File: src/rtl/move_sequencer_if.sv
// Motor-driver handshake: one 4-bit move code offered with valid/ready,
// followed later by a single-cycle completion pulse from the driver.
interface move_sequencer_if;
  logic [3:0] move_code;
  logic       move_valid;
  logic       move_ready;
  logic       move_done;

  modport master (
    output move_code,
    output move_valid,
    input  move_ready,
    input  move_done
  );

  modport slave (
    input  move_code,
    input  move_valid,
    output move_ready,
    output move_done
  );
endinterface

File: src/rtl/move_sequencer.sv
// Unpacks 15-nibble move batches into single move codes and sequences them
// to the motor driver: issue, wait for completion, settle, next nibble.
// Two batch buffers (active + pending) let the next batch queue up while
// the current one is running.
//
// state     | meaning
// ----------+-----------------------------------------------------------
// IDLE      | waiting for the active buffer to become valid
// SCAN      | inspect nibble[idx]; skip 0 and 13-15, latch 1-12
// ISSUE     | move_valid high until the driver takes the code
// WAIT_DONE | timeout down-counter running, waiting for move_done
// SETTLE    | settle down-counter running, camera observes the cube
// FINISH    | one-cycle batch_done; pending promoted into active
// FAULT     | move timed out; buffers flushed until fault_clr
module move_sequencer #(
  parameter int unsigned SETTLE_CYCLES  = 16,
  parameter int unsigned TIMEOUT_CYCLES = 1000000
) (
  input  logic                    clock,
  input  logic                    reset_n,
  input  logic [59:0]             moves,
  input  logic                    new_moves,
  move_sequencer_if.master        mv,
  input  logic                    fault_clr,
  output logic                    busy,
  output logic                    batch_done,
  output logic                    overflow,
  output logic                    bad_code,
  output logic                    fault
);

  localparam int unsigned TMAX = (TIMEOUT_CYCLES > SETTLE_CYCLES) ? TIMEOUT_CYCLES : SETTLE_CYCLES;
  localparam int TW = $clog2(TMAX + 1);

  typedef enum logic [2:0] {
    S_IDLE, S_SCAN, S_ISSUE, S_WAIT_DONE, S_SETTLE, S_FINISH, S_FAULT
  } state_t;

  state_t         state, state_nxt;
  logic [3:0]     idx, idx_nxt;
  logic [TW-1:0]  timer, timer_nxt;
  logic [3:0]     code_q, code_nxt;
  logic           act_v, act_v_nxt, pend_v, pend_v_nxt;
  logic [59:0]    act_w, act_w_nxt, pend_w, pend_w_nxt;
  logic           ovf_nxt, bad_nxt;
  logic [3:0]     nib;

  assign nib           = act_w[{idx, 2'b00} +: 4];
  assign mv.move_code  = code_q;
  assign mv.move_valid = (state == S_ISSUE);
  assign batch_done    = (state == S_FINISH);
  assign fault         = (state == S_FAULT);
  assign busy          = (state != S_IDLE) || act_v || pend_v;

  // State register.
  always_ff @(posedge clock or negedge reset_n) begin
    if (!reset_n) state <= S_IDLE;
    else          state <= state_nxt;
  end

  // Next-state, datapath next values and batch capture (capture sees the
  // buffers after any FINISH promotion, so a strobe in FINISH never drops).
  always_comb begin
    state_nxt  = state;
    idx_nxt    = idx;
    timer_nxt  = timer;
    code_nxt   = code_q;
    act_v_nxt  = act_v;
    act_w_nxt  = act_w;
    pend_v_nxt = pend_v;
    pend_w_nxt = pend_w;
    ovf_nxt    = overflow & ~fault_clr;
    bad_nxt    = bad_code & ~fault_clr;

    case (state)
      S_IDLE: begin
        if (act_v) begin
          idx_nxt   = 4'd14;
          state_nxt = S_SCAN;
        end
      end
      S_SCAN: begin
        if (nib >= 4'd1 && nib <= 4'd12) begin
          code_nxt  = nib;
          state_nxt = S_ISSUE;
        end else begin
          if (nib != 4'd0) bad_nxt = 1'b1;
          if (idx == 4'd0) state_nxt = S_FINISH;
          else             idx_nxt   = idx - 4'd1;
        end
      end
      S_ISSUE: begin
        if (mv.move_ready) begin
          timer_nxt = TW'(TIMEOUT_CYCLES - 1);
          state_nxt = S_WAIT_DONE;
        end
      end
      S_WAIT_DONE: begin
        if (mv.move_done) begin
          timer_nxt = TW'(SETTLE_CYCLES - 1);
          state_nxt = S_SETTLE;
        end else if (timer == '0) begin
          state_nxt = S_FAULT;
        end else begin
          timer_nxt = timer - TW'(1);
        end
      end
      S_SETTLE: begin
        if (timer == '0) begin
          if (idx == 4'd0) begin
            state_nxt = S_FINISH;
          end else begin
            idx_nxt   = idx - 4'd1;
            state_nxt = S_SCAN;
          end
        end else begin
          timer_nxt = timer - TW'(1);
        end
      end
      S_FINISH: begin
        act_v_nxt  = pend_v;
        act_w_nxt  = pend_w;
        pend_v_nxt = 1'b0;
        state_nxt  = S_IDLE;
      end
      S_FAULT: begin
        act_v_nxt  = 1'b0;
        pend_v_nxt = 1'b0;
        if (fault_clr) state_nxt = S_IDLE;
      end
      default: state_nxt = S_IDLE;
    endcase

    if (new_moves && state != S_FAULT) begin
      if (!act_v_nxt) begin
        act_v_nxt = 1'b1;
        act_w_nxt = moves;
      end else if (!pend_v_nxt) begin
        pend_v_nxt = 1'b1;
        pend_w_nxt = moves;
      end else begin
        ovf_nxt = 1'b1;
      end
    end
  end

  // Datapath registers: index, shared down-counter, code latch, buffers, flags.
  always_ff @(posedge clock or negedge reset_n) begin
    if (!reset_n) begin
      idx      <= 4'd14;
      timer    <= '0;
      code_q   <= 4'd0;
      act_v    <= 1'b0;
      act_w    <= '0;
      pend_v   <= 1'b0;
      pend_w   <= '0;
      overflow <= 1'b0;
      bad_code <= 1'b0;
    end else begin
      idx      <= idx_nxt;
      timer    <= timer_nxt;
      code_q   <= code_nxt;
      act_v    <= act_v_nxt;
      act_w    <= act_w_nxt;
      pend_v   <= pend_v_nxt;
      pend_w   <= pend_w_nxt;
      overflow <= ovf_nxt;
      bad_code <= bad_nxt;
    end
  end

endmodule

File: src/flat_wrapper.sv
// flat-port wrapper written by rule: the top's interface ports become plain ports
module move_sequencer_flat 
#(
  parameter int unsigned SETTLE_CYCLES  = 16,
  parameter int unsigned TIMEOUT_CYCLES = 1000000
)
  (clock, reset_n, moves, new_moves, fault_clr, busy, batch_done, overflow, bad_code, fault, mv_move_code, mv_move_valid, mv_move_ready, mv_move_done);
  move_sequencer_if mv_i ();
  input  logic clock;
  input  logic reset_n;
  input  logic [59:0] moves;
  input  logic new_moves;
  input  logic fault_clr;
  output logic busy;
  output logic batch_done;
  output logic overflow;
  output logic bad_code;
  output logic fault;
  output wire logic [$bits(mv_i.move_code)-1:0] mv_move_code;
  output wire logic [$bits(mv_i.move_valid)-1:0] mv_move_valid;
  input wire logic [$bits(mv_i.move_ready)-1:0] mv_move_ready;
  input wire logic [$bits(mv_i.move_done)-1:0] mv_move_done;
  assign mv_move_code = mv_i.move_code;
  assign mv_move_valid = mv_i.move_valid;
  assign mv_i.move_ready = mv_move_ready;
  assign mv_i.move_done = mv_move_done;
  move_sequencer #(.SETTLE_CYCLES(SETTLE_CYCLES), .TIMEOUT_CYCLES(TIMEOUT_CYCLES)) u_core (.clock(clock), .reset_n(reset_n), .moves(moves), .new_moves(new_moves), .mv(mv_i), .fault_clr(fault_clr), .busy(busy), .batch_done(batch_done), .overflow(overflow), .bad_code(bad_code), .fault(fault));
endmodule
File: config.mk
export PLATFORM = sky130hd
export DESIGN_NAME = move_sequencer_flat
export DESIGN_NICKNAME = d
export VERILOG_FILES = /design/src/rtl/move_sequencer_if.sv /design/src/rtl/move_sequencer.sv /design/src/flat_wrapper.sv
export SDC_FILE = /design/constraint.sdc
export NUM_CORES = 1
export LEC_CHECK = 0
export ABC_AREA = 1
export BUFFER_PORTS_ARGS = -buffer_cell sky130_fd_sc_hd__buf_4
export CAP_MARGIN = 5
export CORE_ASPECT_RATIO = 1.25
export CORE_MARGIN = 2
export CORE_UTILIZATION = 30
export CTS_CLUSTER_DIAMETER = 150
export DETAILED_ROUTE_END_ITERATION = 6
export GPL_TIMING_DRIVEN = 0
export SKIP_LAST_GASP = 1
export SLEW_MARGIN = 0
export SYNTH_ARGS = -nofsm -noshare
export SYNTH_HDL_FRONTEND = slang
export SYNTH_SLANG_ARGS = --single-unit
export TNS_END_PERCENT = 1
File: constraint.sdc
create_clock -name clock -period 3.4 [get_ports clock]
set_input_delay 0.68 -clock clock [delete_from_list [all_inputs] [get_ports clock]]
set_output_delay 0.68 -clock clock [all_outputs]
set_load 0.01 [all_outputs]
# After elaboration in Yosys (flattened, before gate mapping)
# Cells that the tools add are included.
[totals]
in_bits = 66
output_inout_bits = 10
reg_bits = 155
word_cells = 83
[classes]
n_reduce_logical = 17
n_mux = 33
addsub = 2
bitwise_logic = 4
n_shift = 1
n_eq_ne = 14
order_cmp = 2
[op_table]
columns = ["operator", "count"]
rows = [
  ["$mux W60", 3],
  ["$mux W20", 3],
  ["$pmux W20 S3", 1],
  ["$shiftx A60 B7 Y4", 1],
  ["$mux W3", 9],
  ["$logic_not A20 Y1", 1],
  ["$sub A20 B1 Y20 const B", 1],
  ["$pmux W3 S6", 1],
  ["$mux W4", 4],
  ["$pmux W4 S3", 1],
  ["$mux W1", 10],
  ["$eq A3 B3 Y1 const B", 3],
  ["$reduce_bool A3 Y1", 3],
  ["$eq A3 B2 Y1 const B", 2],
  ["$ne A2 B1 Y1 const B", 3],
  ["$reduce_and A6 Y1", 1],
  ["$ge A4 B1 Y1 const B", 1],
  ["$le A4 B4 Y1 const B", 1],
  ["$logic_not A4 Y1", 1],
  ["$ne A2 B2 Y1 const B", 2],
  ["$reduce_and A2 Y1", 2],
  ["$reduce_and A4 Y1", 1],
  ["$reduce_bool A4 Y1", 1],
  ["$sub A4 B1 Y4 const B", 1],
  ["other kinds (12)", 16],
]

# Longest topological paths before layout
# Gate-level depths: netlist (run 1).
[depth]
ltp_word = 6
mapped_depth = 16
ltp_nobuf = 15

# Worst setup path before layout (run 1)
# Ideal clock, no wire load.
[synth_path]
kind = "register to output"
from = "register u_core.state[0]"
to = "output busy"
path_stages_with_launch = 7
required_time_ps = 2720
t_arrival_ps = 1269
n_path_buf = 0
path_slack_ps = 1451
path_cell_list = "dfrtp_1 or2_4 nor2_1 inv_1 nor2_1 inv_2 or2_2"
[synth_between]
elab_chain_cells = 3
[synth_rtl]
columns = ["item", "line_no", "source"]
rows = [
  ["start: declaration", "move_sequencer.sv:39", "state_t state, state_nxt;"],
  ["start signal: assignment", "move_sequencer.sv:58", "else state <= state_nxt;"],
  ["$reduce_bool A3 Y1", "move_sequencer.sv:53", "assign busy = (state != S_IDLE) || act_v || pend_v;"],
  ["$logic_or A1 B1 Y1 (2 in series)", "move_sequencer.sv:53", ""],
  ["end: declaration", "flat_wrapper.sv:14", "output logic busy;"],
]
# No other way between the ends.

# Final worst setup path (run 1)
[layout_path]
from = "register u_core.state[1]"
to = "output batch_done"
[layout_between]
elab_chain_cells = 1
[layout_rtl]
columns = ["item", "line_no", "source"]
rows = [
  ["$eq A3 B3 Y1", "move_sequencer.sv:51", "assign batch_done = (state == S_FINISH);"],
  ["end: declaration", "flat_wrapper.sv:15", "output logic batch_done;"],
]
# No other way between the ends.

==> results.md, run 1 <==
- CP Launch Point: u_core.state[1]
- Inserted Diodes: 0
- FP Rows: 66
- Multi-input logic area: 3260 um2
- Worst skew pair latency: 0.42 ns
- Sequential group share of total power: 0.364
- Max-slew violation count: 0
- Top-area cell type share of the netlist area: 0.485
- DR pass1 iterations: 5
- P_sw: 0.00349 W
- Avg WL per Cell: 14.3 um
- CTS Buffer Depth: 2
- Worst EP arrival: 2.21 ns
- Crit end category: primary output
- # fillers: 2701
- Leak: 4.66 nW
- PwrDens: 907 nW/um2
- Height of the die: 185 um
- Io pins: 76
- Tmin final: 2.89 ns
- DRT iter0 DRCs: 457
- Worst r2r src: u_core.idx[0]
- Switching part of the total power: 0.407
- Synth async-reset ratio: 1.00
- Clock Skew: 0.0101 ns
- Worst Path Required: 2.72 ns
- Reg2Reg Depth: 13
- Worst-path fanout max: 10
- Vias per cell: 4.64
- Sequential cell area: 3880 um2
- Tcrit/Tclk final: 0.850
- Die Area: 27500 um2
- Port bufs: 75
- Top cell type by total area after synthesis: dfrtp_1
- Routed WL: 20700 um
- Syn Inst Count: 996
- Vias after detailed routing: 6703
- Initial Utilization: 0.303
- Grt ovf: 0
- Layout cells sized above 1: 0.169
- Post-Syn Area: 7840 um2
- Net Count, Synth: 1065
- Root Buffer: clkbuf_16
- Distinct cell type count after synthesis: 42
- Clk sinks: 155
- Clock Power Share: 0.222
- First-pass GRT wire length: 34800 um
- TritonCTS buffer count: 17
- Syn Area/Cell: 7.87 um2
- Finish-stage setup viols: 0
- Relative slew margins: 0.641
- Worst Setup Path Type: register to primary output
- Routability cong.: 0.834
- Hold Slack: 0.164 ns
- YS warnings: 0
- Final ANT Viol Nets: 0
- Number of synthesized register bits: 155
- Int Power: 0.00509 W
- Post-CTS resize count: 0
- HPWL after DPL: 14900 um
- CTS tree: yes
- Combinational Power Share: 0.414
- Setup repair after global routing missed its margin: no
- H-tree Lvls: 4
- Critical Path Source Type: register
- Vias in the first global route: 6747
- Worst Hold Class: primary input to asynchronous set/reset pin
- Nets: 1160
- Total Power: 0.00858 W
- Initial antenna violation count: 0
- Sequential-to-total area share from yosys stat: 0.495
- Largest net degree at the start of global routing: 103
- Layout Utilization: 0.366
- Outcome: completed
- Final Hold Fails: 0
- Synth top area cells: dfrtp_1, nand2_1, o21ai_0
- Clock-pin slew on the worst setup and hold paths: 0.06 ns
- FMAX: 346 MHz
- Setup tns final: 0 ns
- Hold_buf cts: 0
- Syn-to-layout area delta: 20.5%
- Max_cap viols: 0
- Number of setup buffers added after CTS: 0
- Worst vdd ir: 367 uV
- Actual slew at the worst max-slew pin: 0.538 ns
- DRC violations left: 0
- Core area: 25800 um2
- EDFF count, synth: 0
- Die width: 149 um
- Primary FF master, synth: dfrtp_1
- Commonest non-fill, non-tap cell in the layout: nand2_1
- Commonest cells after routing, fill and taps aside: nand2_1, dfrtp_1, inv_1
- GRT Overall Usage: 0.160
[cells by family (layout without fill, tap and decap cells)]
kind of cell,count (synthesis),after routing,share of synthesized area
and+or+nand+nor,446,446,0.238
buffers and inverters,165,273,0.0889
adders and majority gates,3,3,0.00479
AOI/OAI and AO/OA,200,200,0.137
muxes,20,20,0.0287
xor gates and xnor gates,7,7,0.00782
DFF,155,155,0.495
[metal layers]
layer	wire [um]	up-vias	part of all wire	global-route usage
met2	10100	158	0.49	0.274
met4	374	0	0.018	0.0457
met5	0	-	0	0
met3	838	31	0.041	0.0261
li1	-	3384	-	-
met1	9390	3130	0.45	0.209
[registers in the layout (all words and copies together) (netlist names)]
name / flops
u_core.state: 3
u_core.pend_w: 60
u_core.act_v: 1
u_core.mv.move_code: 4
u_core.pend_v: 1
u_core.act_w: 60
u_core.timer: 20
u_core.bad_code: 1
u_core.idx: 4
u_core.overflow: 1
[area by class of cell]
cell class / count / area share
Clock buffer: 17 / 0.0450
Timing Repair Buffer: 76 / 0.0633
Sequential cell: 155 / 0.411
Buffer: 45 / 0.0258
Inverter: 120 / 0.0479
Clock inverter: 15 / 0.0171
Multi-Input combinational cell: 676 / 0.345
Tap cell: 340 / 0.0450
[synthesized netlist by cell type, types with 2 or more instances]
cell	n
nand2_1	297
dfrtp_1	152
inv_1	106
o21ai_0	98
nor2_1	77
o21ai_1	56
nand3_1	36
a31oi_1	22
buf_2	21
mux2_1	20
a21oi_1	14
clkbuf_1	14
inv_2	13
nand2_2	8
buf_4	7
nor2_2	6
nand4_1	5
xor2_1	5
buf_6	3
dfstp_2	3
ha_1	3
nor2_4	3
nor3_1	3
a31o_2	2
nand3_2	2
nor3_2	2
o211ai_1	2
xnor2_1	2
[worst max-delay path: stages (launching register included)]
cell      delay, ns
dfrtp_1        0.40
inv_1          0.14
nand2_1        0.12
nor2_2         0.22
buf_2          0.28
clkbuf_1       0.42
buf_4          0.21
[power groups by stage]
stage / sequential (W) / combinational [W] / clock (W)
2_1_floorplan: 0.00305 / 0.00262 / 0
3_3_place_gp: 0.00312 / 0.00349 / 0
3_5_place_dp: 0.00314 / 0.00355 / 0
4_1_cts: 0.00312 / 0.00358 / 0.00195
5_1_grt: 0.00322 / 0.00408 / 0.00203
6_report: 0.00312 / 0.00355 / 0.00191
[path summary, 6_finish.rpt]
| path | end | slack [ns] |
|---|---|---|
| max | batch_done | 0.51 |
| min | u_core.pend_w[19] | 0.16 |
| max reg2reg | u_core.idx[0] | 1.21 |
| min reg2reg | u_core.pend_w[29] | 0.48 |
| max in group asynchronous | u_core.idx[1] | 2.38 |
| min in group clock | u_core.pend_w[34] | 0.48 |
[metrics by stage]
step                cells  setup slack (ns)  area (um2)
CTS                  1444             0.492        9450
detailed placement   1412             0.958        8870
floorplan             996              1.45        7840
finish               1444             0.510        9450
global route         1444             0.355        9450
global placement     1411             0.772        8830
Power figures use the tool's default switching activity.
==> run 2, diff against run 1 <==
clock period = 2.9 ns   (was 3.4 ns; I/O delays follow)
==> run 2 against run 1 <==
Final cell count about the same. First-iteration DRC count down 6.6%. Combinational power up 17%. Sequential power up 17%. Setup slack worse by 0.13 ns. Clock power up 17%. Sequential share of layout area about the same. Non-clock buffer count down 1. Utilization about the same. Critical path depth up 1. Count of clock-buffer cells in the layout unchanged. Sequential cell count unchanged. Critical endpoint is now busy.
==> results.md, run 2 (same netlist as run 1, synthesis figures left out) <==
- DR pass1 iterations: 5
- Core area: 25800 um2
- Max_cap viols: 0
- Worst Hold Class: primary input to asynchronous set/reset pin
- Vias per cell: 4.63
- Worst Path Required: 2.32 ns
- Vias after detailed routing: 6683
- Vias in the first global route: 6747
- Tcrit/Tclk final: 0.869
- Leak: 4.65 nW
- R2R Setup Slk: 0.70 ns
- DRT iter0 DRCs: 427
- Die width: 149 um
- Routed WL: 20700 um
- Post-DP Area: 8870 um2
- PwrDens: 1060 nW/um2
- Crit end category: primary output
- Critical Path Source Type: register
- Outcome: completed
- Tmin final: 2.52 ns
- Worst skew pair latency: 0.42 ns
- FP Rows: 66
- Final Hold Fails: 0
- Commonest non-fill, non-tap cell in the layout: nand2_1
- CTS tree: yes
- Clk sinks: 155
- Final ANT Viol Nets: 0
- Hold_buf cts: 0
- TritonCTS buffer count: 17
- Worst Setup Path Type: register to primary output
- Avg WL per Cell: 14.3 um
- Actual slew at the worst max-slew pin: 0.536 ns
- CTS Buffer Depth: 2
- Worst-path fanout max: 7
- DRC violations left: 0
- Initial antenna violation count: 0
- GRT Overall Usage: 0.160
- Worst vdd ir: 429 uV
- Nets: 1159
- Syn-to-layout area delta: 20.5%
- Commonest cells after routing, fill and taps aside: nand2_1, dfrtp_1, inv_1
- Height of the die: 185 um
- Io pins: 76
- Die Area: 27500 um2
- Layout cells sized above 1: 0.170
- Worst EP arrival: 1.94 ns
- Reg2Reg Depth: 13
- HPWL after DPL: 14900 um
- Clock Skew: 0.00957 ns
- Post-CTS resize count: 0
- Root Buffer: clkbuf_16
- FMAX: 397 MHz
- Post-route cell area: 9450 um2
- Inserted Diodes: 0
- Setup tns final: 0 ns
- Finish-stage setup viols: 0
- First-pass GRT wire length: 34800 um
- Setup repair after global routing missed its margin: no
- Relative slew margins: 0.643
- Max-slew violation count: 0
- R2r endpoint: u_core.idx[0]
- Initial Utilization: 0.303
- Worst r2r src: u_core.idx[0]
- H-tree Lvls: 4
- Largest net degree at the start of global routing: 103
- Routability cong.: 0.834
- Grt ovf: 0
- Number of setup buffers added after CTS: 0
- Port bufs: 75
- Clock-pin slew on the worst setup and hold paths: 0.06 ns
- Top Registers: u_core.act_w (60), u_core.pend_w (60), u_core.timer (20)
==> run 2: power by group <==
| part | switching (W) | internal (W) |
|---|---|---|
| logic | 0.00264 | 0.00153 |
| registers | 0.000506 | 0.00315 |
| clock network | 0.000952 | 0.00128 |
| total | 0.00410 | 0.00596 |
==> run 2: worst max-delay path, stage by stage (launching register included) <==
cell,delay [ns]
dfrtp_1,0.46
or2_4,0.29
nor2_1,0.12
inv_1,0.05
nor2_1,0.10
inv_2,0.06
or2_2,0.29
buf_4,0.15
==> run 2: metrics by stage <==
step           setup slack, ns  utilization  std cells  hold slack (ns)  total power, W
3_3_place_gp             0.372        0.342       1411            0.465         0.00775
5_1_grt                  0.223        0.366       1443           0.0814          0.0109
6_report                 0.379        0.366       1443           0.0642          0.0101
2_1_floorplan             1.05            -        996            0.284         0.00665
4_1_cts                 0.0919        0.366       1444           0.0736          0.0101
3_5_place_dp             0.558        0.343       1412            0.473         0.00785
==> run 2: how the worst max path moves through the flow <==
stage	startpoint	to	slack (ns)
2_1_floorplan	u_core.state[0]	busy	1.05
3_3_place_gp	reset_n	u_core.pend_w[57]	0.37
3_5_place_dp	u_core.state[1]	batch_done	0.56
4_1_cts	u_core.state[1]	batch_done	0.09
5_1_grt	u_core.state[0]	busy	0.22
6_report	u_core.state[0]	busy	0.38
==> run 2: final cells by class <==
cell class | instances | area, um2
Timing Repair Buffer | 76 | 598
Clock buffer | 17 | 425
Clock inverter | 15 | 161
Buffer | 44 | 240
Multi-Input combinational cell | 676 | 3260
Sequential cell | 155 | 3880
Inverter | 120 | 453
Tap cell | 340 | 425
Fill cell | 2701 | 16400
==> run 2: metal layers <==
metal	GRT usage	vias up	share of wire
li1	-	3374	-
met1	0.209	3135	0.46
met2	0.274	152	0.49
met3	0.0261	22	0.040
met4	0.0457	0	0.015
met5	0	-	0
